## config.mk

```make
export PLATFORM = sky130hd
export DESIGN_NAME = branch_ctrl_unit
export DESIGN_NICKNAME = d
export VERILOG_FILES = /design/src/rtl/branch_pkg.sv /design/src/rtl/branch_cond_eval.sv /design/src/rtl/branch_ctrl_unit.sv
export SDC_FILE = /design/constraint.sdc
export NUM_CORES = 1
export LEC_CHECK = 0
export BUFFER_PORTS_ARGS = -buffer_cell sky130_fd_sc_hd__buf_2
export CAP_MARGIN = 40
export CORE_UTILIZATION = 50
export CTS_BUF_LIST = sky130_fd_sc_hd__clkbuf_4 sky130_fd_sc_hd__clkbuf_8
export DETAILED_ROUTE_END_ITERATION = 12
export PLACE_DENSITY_LB_ADDON = 0.1
export REMOVE_ABC_BUFFERS = 1
export SLEW_MARGIN = 20
export SYNTH_ARGS = -nofsm -noshare
export SYNTH_HDL_FRONTEND = slang
export SYNTH_SLANG_ARGS = --single-unit
export TNS_END_PERCENT = 50
```

## constraint.sdc

```tcl
create_clock -name clk -period 3.5 [get_ports clk]
set_clock_uncertainty 0.1 [all_clocks]
set_input_delay 0.525 -clock clk [delete_from_list [all_inputs] [get_ports clk]]
set_output_delay 0.525 -clock clk [all_outputs]
set_load 0.01 [all_outputs]
```

## src/rtl/branch_pkg.sv

```systemverilog
// Shared definitions for the EX-stage control-transfer resolver: condition
// codes, flag bit positions, FSM states and control-instruction decode.
package branch_pkg;

  localparam logic [3:0] COND_EQ     = 4'd0;
  localparam logic [3:0] COND_NE     = 4'd1;
  localparam logic [3:0] COND_GT     = 4'd2;
  localparam logic [3:0] COND_LT     = 4'd3;
  localparam logic [3:0] COND_GE     = 4'd4;
  localparam logic [3:0] COND_LE     = 4'd5;
  localparam logic [3:0] COND_OV     = 4'd6;
  localparam logic [3:0] COND_ALWAYS = 4'd7;

  localparam int FLAG_Z = 2;
  localparam int FLAG_V = 1;
  localparam int FLAG_N = 0;

  typedef enum logic {
    IDLE,
    EXEC_PEND
  } bcu_state_e;

  typedef enum logic [2:0] {
    CTL_NONE,
    CTL_BRANCH,
    CTL_JAL,
    CTL_JR,
    CTL_EXEC
  } ctl_kind_e;

  // Several control bits may be set at once; EXEC wins, then JR, JAL, branch.
  function automatic ctl_kind_e decode_kind(input logic is_branch,
                                            input logic is_jal,
                                            input logic is_jr,
                                            input logic is_exec);
    ctl_kind_e kind;
    kind = CTL_NONE;
    if (is_exec)        kind = CTL_EXEC;
    else if (is_jr)     kind = CTL_JR;
    else if (is_jal)    kind = CTL_JAL;
    else if (is_branch) kind = CTL_BRANCH;
    return kind;
  endfunction

endpackage

```

## src/rtl/branch_cond_eval.sv

```systemverilog
// Combinational evaluation of a 4-bit branch condition code against the
// previous instruction's Z/V/N flags. Reserved codes are never taken.
module branch_cond_eval
  import branch_pkg::*;
(
  input  logic [3:0] cond_i,
  input  logic [2:0] flags_i,
  output logic       cond_true_o
);

  logic flag_z;
  logic flag_v;
  logic flag_n;

  assign flag_z = flags_i[FLAG_Z];
  assign flag_v = flags_i[FLAG_V];
  assign flag_n = flags_i[FLAG_N];

  always_comb begin
    cond_true_o = 1'b0;
    case (cond_i)
      COND_EQ:     cond_true_o = flag_z;
      COND_NE:     cond_true_o = !flag_z;
      COND_GT:     cond_true_o = !flag_z && !flag_n;
      COND_LT:     cond_true_o = flag_n;
      COND_GE:     cond_true_o = flag_z || !flag_n;
      COND_LE:     cond_true_o = flag_z || flag_n;
      COND_OV:     cond_true_o = flag_v;
      COND_ALWAYS: cond_true_o = 1'b1;
      default:     cond_true_o = 1'b0;
    endcase
  end

endmodule

```

## src/rtl/branch_ctrl_unit.sv

```systemverilog
// EX-stage control-transfer resolver: decides branches/JAL/JR/EXEC, issues the
// PC redirect in the same cycle and squashes the younger wrong-path slots.
//
// Handshake: an instruction is consumed from EX on any cycle with
// ex_advance=1; ex_valid=1 marks it as a real instruction rather than a bubble.
// Squash state and the decision only move on consuming cycles, so ex_advance=0
// is a pure stall that freezes everything.
module branch_ctrl_unit
  import branch_pkg::*;
#(
  parameter int ADDR_W      = 16,
  parameter int FLUSH_DEPTH = 3,
  parameter int NT_BUBBLES  = 0,
  parameter int CNT_W       = 3
) (
  input  logic              clk,
  input  logic              rst,
  input  logic              ex_valid,
  input  logic              ex_advance,
  input  logic              is_branch,
  input  logic              is_jal,
  input  logic              is_jr,
  input  logic              is_exec,
  input  logic [3:0]        cond,
  input  logic [2:0]        flags,
  input  logic [ADDR_W-1:0] target,
  input  logic [ADDR_W-1:0] pc_plus1,
  output logic              redirect,
  output logic [ADDR_W-1:0] redirect_pc,
  output logic              squash_alu,
  output logic              squash_ld,
  output logic              squash_st,
  output logic              exec_active
);

  localparam logic [CNT_W-1:0] FLUSH_CNT = CNT_W'(FLUSH_DEPTH);
  localparam logic [CNT_W-1:0] NT_CNT    = CNT_W'(NT_BUBBLES);

  bcu_state_e        state_q, state_d;
  logic [CNT_W-1:0]  sq_cnt_q, sq_cnt_d;
  logic [ADDR_W-1:0] ret_pc_q, ret_pc_d;

  logic              cond_true;
  logic              squash_active;
  logic              decide;
  logic              taken;
  logic              redirect_raw;
  logic [ADDR_W-1:0] redirect_pc_raw;
  ctl_kind_e         kind;

  branch_cond_eval u_cond_eval (
    .cond_i      (cond),
    .flags_i     (flags),
    .cond_true_o (cond_true)
  );

  assign squash_active = (sq_cnt_q != '0);
  assign decide        = ex_valid && ex_advance && !squash_active;
  assign kind          = decode_kind(is_branch, is_jal, is_jr, is_exec);

  always_comb begin
    state_d         = state_q;
    sq_cnt_d        = sq_cnt_q;
    ret_pc_d        = ret_pc_q;
    taken           = 1'b0;
    redirect_raw    = 1'b0;
    redirect_pc_raw = '0;

    if (ex_advance && squash_active) begin
      sq_cnt_d = sq_cnt_q - CNT_W'(1);
    end

    if (decide) begin
      unique case (state_q)
        IDLE: begin
          case (kind)
            CTL_EXEC: begin
              taken    = 1'b1;
              state_d  = EXEC_PEND;
              ret_pc_d = pc_plus1;
            end
            CTL_JR, CTL_JAL: taken = 1'b1;
            CTL_BRANCH: begin
              taken = cond_true;
              if (!cond_true) sq_cnt_d = NT_CNT;
            end
            default: taken = 1'b0;
          endcase
          // A taken transfer to the fall-through address needs no redirect
          // and leaves the already-fetched younger instructions valid.
          if (taken && (target != pc_plus1)) begin
            redirect_raw    = 1'b1;
            redirect_pc_raw = target;
            sq_cnt_d        = FLUSH_CNT;
          end
        end
        EXEC_PEND: begin
          // The exec'd instruction's own control bits are deliberately ignored.
          redirect_raw    = 1'b1;
          redirect_pc_raw = ret_pc_q;
          sq_cnt_d        = FLUSH_CNT;
          state_d         = IDLE;
        end
      endcase
    end
  end

  // Reset also masks the combinational redirect so nothing escapes that cycle.
  assign redirect    = redirect_raw && !rst;
  assign redirect_pc = redirect ? redirect_pc_raw : '0;
  assign squash_alu  = squash_active;
  assign squash_ld   = squash_active;
  assign squash_st   = squash_active;
  assign exec_active = (state_q == EXEC_PEND);

  always_ff @(posedge clk) begin
    if (rst) begin
      state_q  <= IDLE;
      sq_cnt_q <= '0;
      ret_pc_q <= '0;
    end else begin
      state_q  <= state_d;
      sq_cnt_q <= sq_cnt_d;
      ret_pc_q <= ret_pc_d;
    end
  end

endmodule

```

==> out/results.ini, run 1 <==
[cells_and_area]
drive_gt1_share_pct = 33.9
utilization_pct = 66.1
finish.net_count = 286
final_area_um2 = 1820
syn_to_final_growth_pct = 25.0
antennaDiodeCount = 0
fillers = 253

[clocking]
clkTransAtPathRegs_ps = 130
cts_root_buf = clkbuf_4
numCtsBuffers = 3
cts_resized = 0
cts_max_path_buffers = 2
cts_tree = done
clock_sinks = 20
htree_levels = 1
cts_hold_buf = 0
post_cts.repair.setup_buffers = 0
clk-insertion-delay-late_ps = 300

[placed_design]
dpl-instance-area_um2 = 1760
portBuffers = 67
pre_cts_slack_ps = 792
dpl.hpwl_um = 2900
globalplace.congestion = 0.789

[power]
vdd_ir_drop_max_v = 0.000347
powerDensity_nw_per_um2 = 444
leakage_uw = 0.000729

[synthesis]
seq_area_frac_synth_pct = 27.5
synthCells = 178
avgSynthCellArea_um2 = 8.19
ys_warn_count = 0
synth.distinct_cells = 36
ys_ff_latch = 20
syn_area_um2 = 1460

[global_routing]
grt.total_usage_pct = 26.6
gr-total-overflow = 0
antenna_found_initial = 0
grt_pass1_vias = 1584
grt_start_max_net_pins = 23
grt_first_pass_wirelength_um = 6640

[critical_path]
crit_path_max_fanout = 19
crit_slowest_cell = and2_1
critical_path_class = register to output port
critPathLaunchType = register
worstSetupStartpoint = sq_cnt_q[0]$_SDFF_PP0_
critical_path.cell_chain = inv_1, ha_1, nand4b_4, nor2_1, and2_1, a32o_1, buf_2
cp.arrival_ps = 2420
crit_path_end_kind = output port
critPathRequiredTime_ps = 2870
crit_buf_inv = 2
crit_path_max_incr_delay_ps = 680
worstReg2RegStart = sq_cnt_q[0]$_SDFF_PP0_
path_delay_family = simple AND/OR/NAND/NOR gates

[floorplan]
dieArea_um2 = 3140
rows = 19
die_width_um = 56.0
io-pin-count = 68
start_util_pct = 52.9
design.core.area_um2 = 2760
die-height_um = 56.0

[detailed_routing]
firstDrtPassIters = 4
via_per_inst = 5.83
first_iter_violations = 47
route.antenna.remaining_nets = 0
drt-total-wl_um = 4050
wl_per_cell_um = 15.2
vias = 1557
route.detailed.drc = 0

[flow_run]
max_cap_viol_count = 0

[sta]
finalSetupTns_ps = 0
grt_setup_unrepaired = false
worst_slew_pin_slew_ps = 779
max_slew_margin_pct = 48.0
max_clock_freq_mhz = 329
setup_viol_count_final = 0
period_share_pct = 87.0
fin_crit_ps = 3040
setup_slack_ps = 456
drv_slew = 0
hold_viol = 0

[status]
status = finished, final reports clean

[hold_path]
hold_start = pc_plus1[11]
hp-class = primary input to register

-- cell type report --
class / instances / area (um^2) / area share [%]
multi-input combinational: 140 / 965 / 53.0
sequential: 20 / 400 / 22.0
timing repair buffer: 69 / 354 / 19.4
tap: 31 / 38.8 / 2.13
clock inverter: 1 / 30.0 / 1.65
clock buffer: 3 / 22.5 / 1.24
inverter: 3 / 11.3 / 0.618
-- synthesized netlist by cell type, drive strengths merged --
master | instances | area share, %
or2b | 1 | 0.52
clkbuf | 4 | 1.1
nand4 | 5 | 2.1
a311o | 2 | 1.4
xnor2 | 17 | 10
dfxtp | 20 | 27
nand4b | 2 | 2.2
or3b | 2 | 1.2
mux2 | 1 | 0.77
ha | 2 | 1.7
or3 | 2 | 0.86
a31o | 1 | 0.60
a41oi | 1 | 1.1
nand2 | 37 | 9.7
nor4 | 1 | 0.43
nor2 | 3 | 0.77
a32o | 16 | 11
nor3 | 4 | 2.1
xor2 | 1 | 0.60
or2 | 1 | 0.43
inv | 3 | 0.77
buf | 11 | 4.5
nor4b | 2 | 1.2
a21oi | 19 | 6.8
and2 | 1 | 0.43
o21ai | 1 | 0.34
nor3b | 18 | 9.6
-- state kept, by name, indices dropped and copies added (netlist names) --
signal,count
exec_active,1
ret_pc_q,16
sq_cnt_q,3
-- kinds of logic (layout without fill, tap and decap cells) --
family / Yosys count / in the layout / share of synthesized area (%)
and+or+nand+nor: 79 / 79 / 31.7
AOI/OAI and AO/OA: 40 / 40 / 21.2
DFF: 20 / 20 / 27.5
xor gates and xnor gates: 18 / 18 / 10.8
buffers and inverters: 18 / 76 / 6.35
adders and majority gates: 2 / 2 / 1.72
muxes: 1 / 1 / 0.772
-- metrics by stage --
step / cells / hold slack (ps) / total power [uW]
2_1_floorplan: 163 / 330 / 491
3_3_place_gp: 261 / 341 / 599
3_5_place_dp: 262 / 348 / 617
4_1_cts: 266 / 350 / 811
5_1_grt: 267 / 343 / 859
6_report: 267 / 358 / 808
-- where the power goes --
group	switching [uW]	internal (uW)
Clock	79.0	116
Sequential	20.9	256
Combinational	181	156
-- per-layer routing --
metal	vias up	part of all wire, %	wire length [um]	global-route usage, %
li1	761	-	-	-
met2	69	51	2080	47.4
met4	0	1.4	55	13.2
met5	-	0	0	0
met1	719	40	1640	30.5
met3	8	6.8	277	4.42
-- layout by cell type, fill, tap and decap left out, drive strengths merged --
| cell type | instances |
|---|---|
| nand4 | 5 |
| a31o | 1 |
| nand4b | 2 |
| a21oi | 19 |
| or2 | 1 |
| xor2 | 1 |
| buf | 69 |
| dfxtp | 20 |
| inv | 3 |
| o21ai | 1 |
| nor4 | 1 |
| a32o | 16 |
| nand2 | 37 |
| nor3b | 18 |
| a311o | 2 |
| or2b | 1 |
| ha | 2 |
| bufinv | 1 |
| and2 | 1 |
| nor2 | 3 |
| xnor2 | 17 |
| mux2 | 1 |
| or3 | 2 |
| a41oi | 1 |
| or3b | 2 |
| clkbuf | 3 |
| nor3 | 4 |
| nor4b | 2 |
-- worst paths after layout --
path | end | slack, ps | depth (start not counted)
worst min-delay path | ret_pc_q[11]$_SDFFE_PP0P_ | 360 | 3
worst max-delay path | redirect_pc[2] | 460 | 7
worst min register to register | ret_pc_q[2]$_SDFFE_PP0P_ | 370 | 2
worst max register to register | sq_cnt_q[1]$_SDFF_PP0_ | 1390 | 6
-- worst register-to-register path, stage by stage (launching register included) --
cell and delay, ps:
dfxtp_1 320, inv_1 100, ha_1 260, nand4b_4 160
nor2_1 220, and2_1 680, a311o_1 210
Power figures use the tool's default switching activity.
==> run 2, diff against run 1 <==
--- a/config.mk
+++ b/config.mk
@@ -10,6 +10,7 @@
 export CORE_UTILIZATION = 50
 export CTS_BUF_LIST = sky130_fd_sc_hd__clkbuf_4 sky130_fd_sc_hd__clkbuf_8
 export DETAILED_ROUTE_END_ITERATION = 12
+export GPL_TIMING_DRIVEN = 0
 export PLACE_DENSITY_LB_ADDON = 0.1
 export REMOVE_ABC_BUFFERS = 1
 export SLEW_MARGIN = 20
==> run 2 against run 1 <==
Against the previous run:
- sequential cell count unchanged
- worst setup slack improved by 11 ps
- combinational power down 1%
- worst hold slack is essentially flat
- routed wire length down 3.2%
- critical path depth did not move
- fmax increased by 0.38%
- sequential share of layout area about the same
==> out/results.ini, run 2 (synthesized netlist as in run 1, its figures left out) <==
[status]
status = finished, final reports clean  ; unchanged

[critical_path]
cp.arrival_ps = 2410  ; was 2420 ps
worstReg2RegStart = sq_cnt_q[0]$_SDFF_PP0_  ; unchanged
critical_path_class = register to output port  ; unchanged
critPathLaunchType = register  ; unchanged
r2r_slack_ps = 1430  ; was 1390 ps
reg2reg_depth = 6  ; unchanged
crit_path_max_incr_delay_ps = 670  ; was 680 ps
path_delay_family = simple AND/OR/NAND/NOR gates  ; unchanged
reg2reg_to = sq_cnt_q[1]$_SDFF_PP0_  ; unchanged
crit_path_end_kind = output port  ; unchanged
critPathRequiredTime_ps = 2870  ; about the same
crit_path_max_fanout = 19  ; unchanged
crit_slowest_cell = and2_1  ; unchanged
crit_buf_inv = 2  ; unchanged
worstSetupStartpoint = sq_cnt_q[0]$_SDFF_PP0_  ; unchanged
critical_path.cell_chain = inv_1, ha_1, nand4b_4, nor2_1, and2_1, a32o_1, buf_2  ; unchanged

[sta]
drv_slew = 0  ; unchanged
max_clock_freq_mhz = 330  ; was 329 MHz
hold_viol = 0  ; unchanged
period_share_pct = 86.6  ; was 87.0%
grt_setup_unrepaired = false  ; unchanged
worst_slew_pin_slew_ps = 822  ; was 779 ps
fin_crit_ps = 3030  ; was 3040 ps
setup_viol_count_final = 0  ; unchanged
finalSetupTns_ps = 0  ; unchanged
max_slew_margin_pct = 45.1  ; was 48.0%

[hold_path]
min_path_cells = 3  ; unchanged
hold_end = ret_pc_q[0]$_SDFFE_PP0P_  ; was ret_pc_q[11]$_SDFFE_PP0P_
hold_start = pc_plus1[0]  ; was pc_plus1[11]
hp-class = primary input to register  ; unchanged

[cells_and_area]
largest_reg_flops = 16  ; unchanged
syn_to_final_growth_pct = 25.2  ; was 25.0%
layout.cells.non_filler = 267  ; unchanged
multi_input_area_um2 = 965  ; unchanged
drive_gt1_share_pct = 33.9  ; unchanged
largest-register = ret_pc_q  ; unchanged
utilization_pct = 66.2  ; was 66.1%
final_common_cell = buf_2  ; unchanged
fillers = 267  ; was 253
antennaDiodeCount = 0  ; unchanged
finish.net_count = 286  ; unchanged
final_cell_mix = buf_2, nand2_1, dfxtp_1, a21oi_1  ; unchanged
seqCellArea_um2 = 400  ; unchanged

[power]
vdd_ir_drop_max_v = 0.000303  ; was 0.000347 V
swShare_pct = 34.4  ; was 34.7%
power_uw = 806  ; was 808 uW
share_comb_of_total_power_pct = 41.2  ; was 41.6%
p_int_uw = 528  ; about the same
leakage_uw = 0.000729  ; about the same
clkPwrFrac_pct = 24.4  ; was 24.1%
power_frac_seq_pct = 34.4  ; was 34.3%
switchingPower_uw = 277  ; was 281 uW
powerDensity_nw_per_um2 = 441  ; was 444 nW/um^2

[detailed_routing]
first_iter_violations = 69  ; was 47
top_layer_used = met4  ; unchanged
route.detailed.drc = 0  ; unchanged
drt-total-wl_um = 3920  ; was 4050 um
wl_met1_um = 1680  ; was 1640 um
via_per_inst = 5.89  ; was 5.83
vias = 1573  ; was 1557
wl_per_cell_um = 14.7  ; was 15.2 um
route.antenna.remaining_nets = 0  ; unchanged
met2_length_um = 2000  ; was 2080 um
firstDrtPassIters = 4  ; unchanged
wl_met3_um = 227  ; was 277 um

[floorplan]
rows = 19  ; unchanged
design.core.area_um2 = 2760  ; unchanged
dieArea_um2 = 3140  ; unchanged
io-pin-count = 68  ; unchanged
die-height_um = 56.0  ; unchanged
die_width_um = 56.0  ; unchanged
start_util_pct = 52.9  ; unchanged

[clocking]
htree_levels = 1  ; unchanged
cts_hold_buf = 0  ; unchanged
clock_sinks = 20  ; unchanged
numCtsBuffers = 3  ; unchanged
cts_resized = 0  ; unchanged
cts_tree = done  ; unchanged
clk-insertion-delay-late_ps = 300  ; about the same
cts_root_buf = clkbuf_4  ; unchanged
post_cts.repair.setup_buffers = 0  ; unchanged
clkTransAtPathRegs_ps = 130  ; about the same
cts_max_path_buffers = 2  ; unchanged

[global_routing]
grt_start_max_net_pins = 23  ; unchanged
antenna_found_initial = 0  ; unchanged
grt_first_pass_wirelength_um = 6510  ; was 6640 um
gr-total-overflow = 0  ; unchanged
grt.total_usage_pct = 25.2  ; was 26.6%
grt_pass1_vias = 1564  ; was 1584

[flow_run]
max_cap_viol_count = 0  ; unchanged

[placed_design]
dpl.hpwl_um = 2770  ; was 2900 um
placed_cells = 262  ; unchanged
portBuffers = 67  ; unchanged
globalplace.congestion = 0.822  ; was 0.789

run 2: cell counts in the layout (fill, tap and decap cells not counted):
No cell type changed its count.
run 2: per-stage QoR:
| stage | setup WS (ps) | hold slack, ps | instance area (um^2) |
|---|---|---|---|
| 2_1_floorplan | 1290 | 330 | 1380 |
| 3_3_place_gp | 828 | 341 | 1750 |
| 3_5_place_dp | 808 | 350 | 1760 |
| 4_1_cts | 486 | 357 | 1810 |
| 5_1_grt | 337 | 361 | 1830 |
| 6_report | 468 | 358 | 1830 |
run 2: per-layer routing:
layer | vias to the layer above | global-route usage [%]
li1 | 763 | -
met5 | - | 0
met1 | 746 | 29.7
met4 | 0 | 8.01
met2 | 62 | 47.1
met3 | 2 | 3.02
run 2: power groups by stage:
stage	Sequential, uW	Clock [uW]	Combinational, uW
after floorplan	276	0	214
after detailed placement	282	0	331
after global placement	280	0	319
after CTS	277	197	334
after global routing	280	202	366
final	277	196	332
run 2: worst reg2reg max path: stages (launching register included):
cell	delay, ps
dfxtp_1	320
inv_1	100
ha_1	250
nand4b_4	160
nor2_1	230
and2_1	670
a311o_1	190
run 2: worst max-delay path by stage:
stage	to	slack [ps]	cells past startpoint
2_1_floorplan	redirect_pc[0]	1290	5
3_3_place_gp	redirect_pc[13]	830	7
3_5_place_dp	redirect_pc[4]	810	7
4_1_cts	redirect_pc[4]	490	7
5_1_grt	redirect_pc[9]	340	7
6_report	redirect_pc[9]	470	7
run 2: layout make-up:
type / instances / share of cell area [%]
Clock buffer: 3 / 1.23
Clock inverter: 1 / 1.64
Inverter: 3 / 0.617
Multi-Input combinational cell: 140 / 52.8
Sequential cell: 20 / 21.9
Tap cell: 31 / 2.12
Timing Repair Buffer: 69 / 19.6
